### config.mk
export PLATFORM = sky130hd
export DESIGN_NAME = alu_sequencer
export DESIGN_NICKNAME = d
export VERILOG_FILES = /design/src/rtl/alu_sequencer.sv
export SDC_FILE = /design/constraint.sdc
export NUM_CORES = 1
export LEC_CHECK = 0
export ABC_AREA = 0
export CORE_AREA = 3 3 58 60
export CTS_BUF_LIST = sky130_fd_sc_hd__clkbuf_16
export DETAILED_ROUTE_END_ITERATION = 8
export DIE_AREA = 0 0 61 63
export GPL_TIMING_DRIVEN = 0
export HOLD_SLACK_MARGIN = 0.05
export PLACE_DENSITY = 0.88
export SETUP_SLACK_MARGIN = 0.15
export SYNTH_ARGS = -nofsm -noshare
export SYNTH_HDL_FRONTEND = slang
export SYNTH_SLANG_ARGS = --single-unit
export TNS_END_PERCENT = 20
### constraint.sdc
create_clock -name clk -period 1.9 [get_ports clk]
set_clock_uncertainty 0.1 [all_clocks]
set_input_delay 0.38 -clock clk [delete_from_list [all_inputs] [get_ports clk]]
set_output_delay 0.38 -clock clk [all_outputs]
set_load 0.01 [all_outputs]
### src/rtl/alu_sequencer.sv
// alu_sequencer: round-robin arbiter that sequences two requesters onto one shared external ALU
module alu_sequencer #(
    parameter int SETTLE_CYCLES = 1
) (
    input  logic       clk,
    input  logic       rst,
    input  logic       req0,
    input  logic       req1,
    input  logic [2:0] op0,
    input  logic [2:0] op1,
    input  logic [3:0] a0,
    input  logic [3:0] b0,
    input  logic [3:0] a1,
    input  logic [3:0] b1,
    output logic       ack0,
    output logic       ack1,
    output logic [3:0] res,
    output logic       carry,
    output logic       busy,
    output logic [3:0] alu_a,
    output logic [3:0] alu_b,
    output logic       alu_s0,
    output logic       alu_s1,
    output logic       alu_s2,
    input  logic [3:0] alu_res,
    input  logic       alu_carry
);
    typedef enum logic [1:0] {IDLE, SETTLE, ACK} state_t;
    state_t state, state_nx;
    logic ptr, owner;
    logic [3:0] cnt;
    logic [2:0] op_r;
    logic [3:0] a_r, b_r;
    logic grant1, done;
    assign grant1 = req1 & (~req0 | ptr);
    assign done = cnt == 4'(SETTLE_CYCLES - 1);
    assign alu_a = a_r;
    assign alu_b = b_r;
    assign {alu_s0, alu_s1, alu_s2} = op_r;
    // next state and decoded status outputs
    always_comb begin
        state_nx = IDLE;
        ack0 = 1'b0;
        ack1 = 1'b0;
        busy = state != IDLE;
        state_nx = (state == IDLE) ? ((req0 | req1) ? SETTLE : IDLE) :
                   (state == SETTLE) ? (done ? ACK : SETTLE) : IDLE;
        ack0 = state == ACK && !owner;
        ack1 = state == ACK && owner;
    end
    // state register, operand latch, settle counter, result capture and priority pointer
    always_ff @(posedge clk or posedge rst) begin
        if (rst) begin
            state <= IDLE;
            ptr <= 1'b0;
            owner <= 1'b0;
            cnt <= 4'd0;
            op_r <= 3'd0;
            a_r <= 4'd0;
            b_r <= 4'd0;
            res <= 4'd0;
            carry <= 1'b0;
        end else begin
            state <= state_nx;
            if (state == IDLE && (req0 | req1)) begin
                owner <= grant1;
                op_r <= grant1 ? op1 : op0;
                a_r <= grant1 ? a1 : a0;
                b_r <= grant1 ? b1 : b0;
                cnt <= 4'd0;
            end
            if (state == SETTLE) begin
                cnt <= cnt + 4'd1;
                if (done) begin
                    res <= alu_res;
                    carry <= ~op_r[2] & alu_carry;
                end
            end
            if (state == ACK) ptr <= ~ptr;
        end
    end
endmodule

==> results of run 1 <==
state kept, by name, summed over array words and instances, names as in the netlist:
| signal | flops |
|---|---|
| alu_a | 4 |
| alu_b | 4 |
| cnt | 4 |
| res | 4 |
| op_r | 3 |
| state | 2 |
| carry | 1 |
| owner | 1 |
| ptr | 1 |
power breakdown:
group          internal, µW  leakage, µW  switching [µW]
clock network           419    0.0000511             176
registers               759     0.000284             172
logic                   770     0.000457             639
worst max-delay path by stage:
stage          depth (start not counted)  slack (ps)  endpoint
5_1_grt                                4         110      ack0
4_1_cts                                4          40      ack0
3_3_place_gp                           5         120   op_r[0]
6_report                               4         190      ack0
3_5_place_dp                           5         -30  alu_b[3]
2_1_floorplan                          5         470     carry
cells by family (layout without fill, tap and decap cells):
logic type               Yosys count  count (layout)  synth area share, %
multiplexers                       6               6                 7.06
AO/OA/AOI/OAI                     41              41                 19.8
buffers and inverters             14              68                 5.50
AND/OR/NAND/NOR                   28              28                 15.0
XOR/XNOR                           1               1                0.727
flip-flops                        24              24                 49.8
adder cells (fa/ha/maj)            2               2                 2.08
layer usage:
layer  track usage [%]  routed length (µm)  up-vias
met2              31.8                1680       56
li1                  -                   -      530
met5                 0                   0        -
met4              9.21                 109        0
met1              22.4                1260      541
met3              3.51                 215       13
timing repair:
action,CTS,global route
setup endpoints to repair,3,6
setup buffers,1,0
hold buffers,0,0
resized for setup,3,4
final cells by class:
type                            instances  area share (%)
Buffer                                  7            2.18
Clock buffer                            3            4.08
Clock inverter                          1            1.63
Inverter                                7            1.43
Multi-Input combinational cell         78            29.3
Sequential cell                        24            32.7
Tap cell                               33            2.25
Timing Repair Buffer                   50            26.5
metrics by stage:
stage | instances | hold WS [ps] | TNS [ps]
CTS | 203 | 401 | 0
global placement | 198 | 374 | 0
floorplan | 116 | 295 | 0
detailed placement | 198 | 391 | -34.4
global route | 203 | 415 | 0
finish | 203 | 405 | 0
critical path, stage by stage, from the launching register on:
cell      delay [ps]
dfrtp_1          390
buf_4            150
nand2b_1         180
nor2_1           110
clkbuf_2         140
layout by cell type, fill, tap and decap left out, types with 4 or more instances in the layout:
cell              n
buf_2             4
dfrtp_1          24
inv_1             6
clkdlybuf4s50_1  46
a31oi_1          11
a21oi_1          11
nand3_1          11
mux2_4            5
o21ai_0          14
==> flow_summary.yaml, run 1 <==
finish:
  stdcell_area_um2: 1840
  layout-drive-gt1-share_pct: 15.3
  n_antenna_cell: 0
  fill_cells: 242
  nets: 204
  regArea_um2: 601
  multi_input_area_um2: 538
  final_core_util_pct: 61.7
  area_growth_pct: 52.5
min_path:
  min_path_type: "reg2reg"
  hp-start: "ptr"
  hold_end: "ptr"
  holdPathStages: 1
floorplan:
  num_rows: 20
  core_area_um2: 2980
  die_x_um: 61
  dieArea_um2: 3840
  fp.dieH_um: 63
  io_pins: 50
  start_util_pct: 40.5
sta:
  timing.final.ws_setup_ps: 188
  setup_viol: 0
  hold_violations: 0
  fin_crit_ps: 1710
  maxSlewViolCount: 0
  rsz0062_at_grt: "yes"
  tightest_slew_ps: 883
  max-slew-margin-rel_pct: 41.1
  period_share_pct: 90.1
  fmax_ghz: 0.584
global_routing:
  grtUsageTotal_pct: 18.9
  antenna_found_initial: 0
  grt-ovfl-total: 0
  grt_pass1_wl_um: 5490
  grt_pass1_vias: 1203
  grt_start_max_net_pins: 25
logic_synthesis:
  synth_warnings: 0
  synth_seq_cells: 24
  synth-edff-count: 0
  synth.area.top_cells: "dfrtp_1 50%, mux2_4 6.2%, o21ai_0 5.8%, a31oi_1 5.7%, a21oi_1 4.6%"
  synthDistinctLibCells: 32
  ys_async_sr_fraction_pct: 100
  yosysTopAreaCell: "dfrtp_1"
  synth_top_flop_cell: "dfrtp_1"
  netlist_area_um2: 1200
  synth.cells.most_frequent: "24 x dfrtp_1, 14 x o21ai_0, 11 x a21oi_1, 11 x a31oi_1, 11 x nand3_1"
  post_synth_inst_count: 116
  synth.most_common_cell: "dfrtp_1"
  yosysTopAreaCellShare_pct: 49.8
  syn_avg_cell_area_um2: 10.4
  ys_seq_area_share_pct: 49.8
  syn-num-nets: 149
detailed_routing:
  drc: 0
  wl_per_cell_um: 16.1
  vias: 1140
  drt_wl_total_um: 3270
  ant_nets: 0
  dr.first_iter.drc_count: 53
  drt_pass1_iterations: 4
  vias_per_cell: 5.62
placement:
  dpl.hpwl_um: 2420
  port_buffers: 49
  place_ws_ps: -34.4
  placed_area_um2: 1740
  gp_congestion: 0.804
power:
  leakage_uw: 0.000793
  power.density_nw_per_um2: 1600
  ir_drop_uv: 604
  total_power_uw: 2940
clocking:
  root_buffer: "clkbuf_16"
  cts_tree: "done"
  cts_buffers: 3
  h-tree-depth: 1
  clk_latency_ps: 260
  clkTransAtPathRegs_ps: 60
  cts.sinks: 24
  cts_buffer_depth: 2
job:
  cap_violations: 0
critical_path:
  r2r-start: "cnt[0]"
  r2r_slack_ps: 340
  setup.worst_path.start_class: "register"
  crit_start: "state[0]"
  reg2reg_depth: 5
  path_max_fanout: 4
  crit_arrival_ps: 1230
  reg2reg_to: "res[0]"
  crit_path_end_kind: "output pin"
  critPathKind: "reg2out"
  critPathRequiredTime_ps: 1420
run_status:
  outcome: "completed"
Power figures use the tool's default switching activity.
==> inputs of run 2 (changes only) <==
- SETUP_SLACK_MARGIN: 0.15 -> 0.05
==> run 2 against run 1 <==
Net effect:
- count of clock-buffer cells in the layout is the same
- final cell count shrank 0.49%
- worst hold slack lost 8.5 ps
- critical path type unchanged
- core utilization is the same
- register-to-register slack is essentially flat
- via count shrank 0.18%
- fmax shrank 2.8%
- setup slack lost 50 ps
- combinational power is essentially flat
- critical endpoint unchanged
- non-clock buffer count shrank 1
- die area is the same
- critical path depth shrank 1
==> flow_summary.yaml, run 2 (synthesis results as in run 1) <==
detailed_routing:
  ant_nets: 0
  dr.first_iter.drc_count: 51
  drc: 0
  drt_pass1_iterations: 4
  drt_wl_total_um: 3270
  vias: 1138
  vias_per_cell: 5.63
  wl_per_cell_um: 16.2
global_routing:
  grtUsageTotal_pct: 18.8
  grt_start_max_net_pins: 25
  grt-ovfl-total: 0
  grt_pass1_wl_um: 5450
  antenna_found_initial: 0
  grt_pass1_vias: 1185
job:
  cap_violations: 0
sta:
  setup_viol: 0
  maxSlewViolCount: 0
  max-slew-margin-rel_pct: 40.7
  period_share_pct: 92.7
  hold_violations: 0
  finalSetupTns_ps: 0
  fin_crit_ps: 1760
  tightest_slew_ps: 888
  fmax_ghz: 0.568
  rsz0062_at_grt: "no"
finish:
  regArea_um2: 601
  final_cell_mix: "46 x clkdlybuf4s50_1, 24 x dfrtp_1, 14 x o21ai_0"
  fill_cells: 242
  n_antenna_cell: 0
  area_growth_pct: 52.5
  layout-drive-gt1-share_pct: 13.6
  final_common_cell: "clkdlybuf4s50_1"
  multi_input_area_um2: 538
  nets: 203
clocking:
  hold_buffers: 0
  cts_buffer_depth: 2
  h-tree-depth: 1
  clk_latency_ps: 260
  cts_buffers: 3
  clkTransAtPathRegs_ps: 60
  root_buffer: "clkbuf_16"
  cts.sinks: 24
  cts_tree: "done"
critical_path:
  setup.worst_path.start_class: "register"
  cp_cell_sequence: "nand2b_1, nor2_1, dlygate4sd2_1"
  r2r-start: "cnt[0]"
  path_max_fanout: 5
  critPathRequiredTime_ps: 1420
  cpPeakStageDelay_ps: 430
  cp_slowest_cell: "dfrtp_1"
  cp_num_buf_inv: 1
  crit_arrival_ps: 1280
  path_delay_family: "flip-flops"
  crit_start: "state[0]"
  critPathKind: "reg2out"
  crit_path_end_kind: "output pin"
floorplan:
  die_x_um: 61
  io_pins: 50
  core_area_um2: 2980
  start_util_pct: 40.5
  dieArea_um2: 3840
  num_rows: 20
  fp.dieH_um: 63
min_path:
  min_path_type: "reg2reg"
  hp-start: "ptr"
power:
  ir_drop_uv: 602
  total_power_uw: 2920
  power.density_nw_per_um2: 1590
  leakage_uw: 0.000795
placement:
  port_buffers: 49
  dpl.hpwl_um: 2420
  gp_congestion: 0.804
run_status:
  outcome: "completed"
-- run 2: changes by cell type in the layout (fill, tap and decap cells not counted), sizes merged --
cell,previous run,this run
buf,6,5
clkbuf,7,5
dlygate4sd2,1,3
-- run 2: through the flow --
step                      setup WS, ps  cell area (µm²)  hold slack [ps]  util, %  std cells
after global placement             115             1740              374     58.3        198
after CTS                          130             1840              401     61.7        202
after detailed placement         -34.4             1740              391     58.3        198
after global routing              57.6             1840              415     61.7        202
after floorplan                    472             1200              295        -        116
final                              138             1840              397     61.7        202
-- run 2: per-layer routing --
metal	global-route usage (%)	vias to the layer above	part of all wire, %
met4	9.21	0	3.3
li1	-	526	-
met2	31.6	47	50
met3	3.51	13	5.7
met1	22.2	552	41
met5	0	-	0
-- run 2: cell type report --
class | instances | share of cell area [%]
clock inverter | 1 | 1.63
multi-input combinational | 78 | 29.3
buffer | 7 | 2.18
clock buffer | 3 | 4.08
sequential | 24 | 32.7
tap | 33 | 2.25
inverter | 7 | 1.43
timing repair buffer | 49 | 26.5
-- run 2: worst reg2reg max path, stage by stage, from the launching register on --
cell     delay [ps]
dfrtp_1         430
inv_1            80
ha_1            140
nor3b_4         250
nand2_4         130
mux2_4          320
-- run 2: repair_timing --
| item | 4_1_cts | 5_1_grt |
|---|---|---|
| setup endpoints to repair | 3 | 0 |
| resized for setup | 3 | 0 |
| setup buffers | 0 | 0 |
-- run 2: worst paths after layout --
path	endpoint	slack, ps	cells past startpoint
min	ptr	400	1
max reg2reg	res[0]	340	5
min reg2reg	ptr	400	1
max in group asynchronous	alu_b[0]	640	2
max	ack0	140	3
min in group asynchronous	alu_b[3]	520	2
-- run 2: where the power goes --
part / internal (µW) / leakage [µW] / total, µW / switching, µW
clock: 419 / 0.0000511 / 595 / 176
combinational: 758 / 0.000459 / 1390 / 632
sequential: 759 / 0.000284 / 937 / 177
total: 1940 / 0.000795 / 2920 / 985
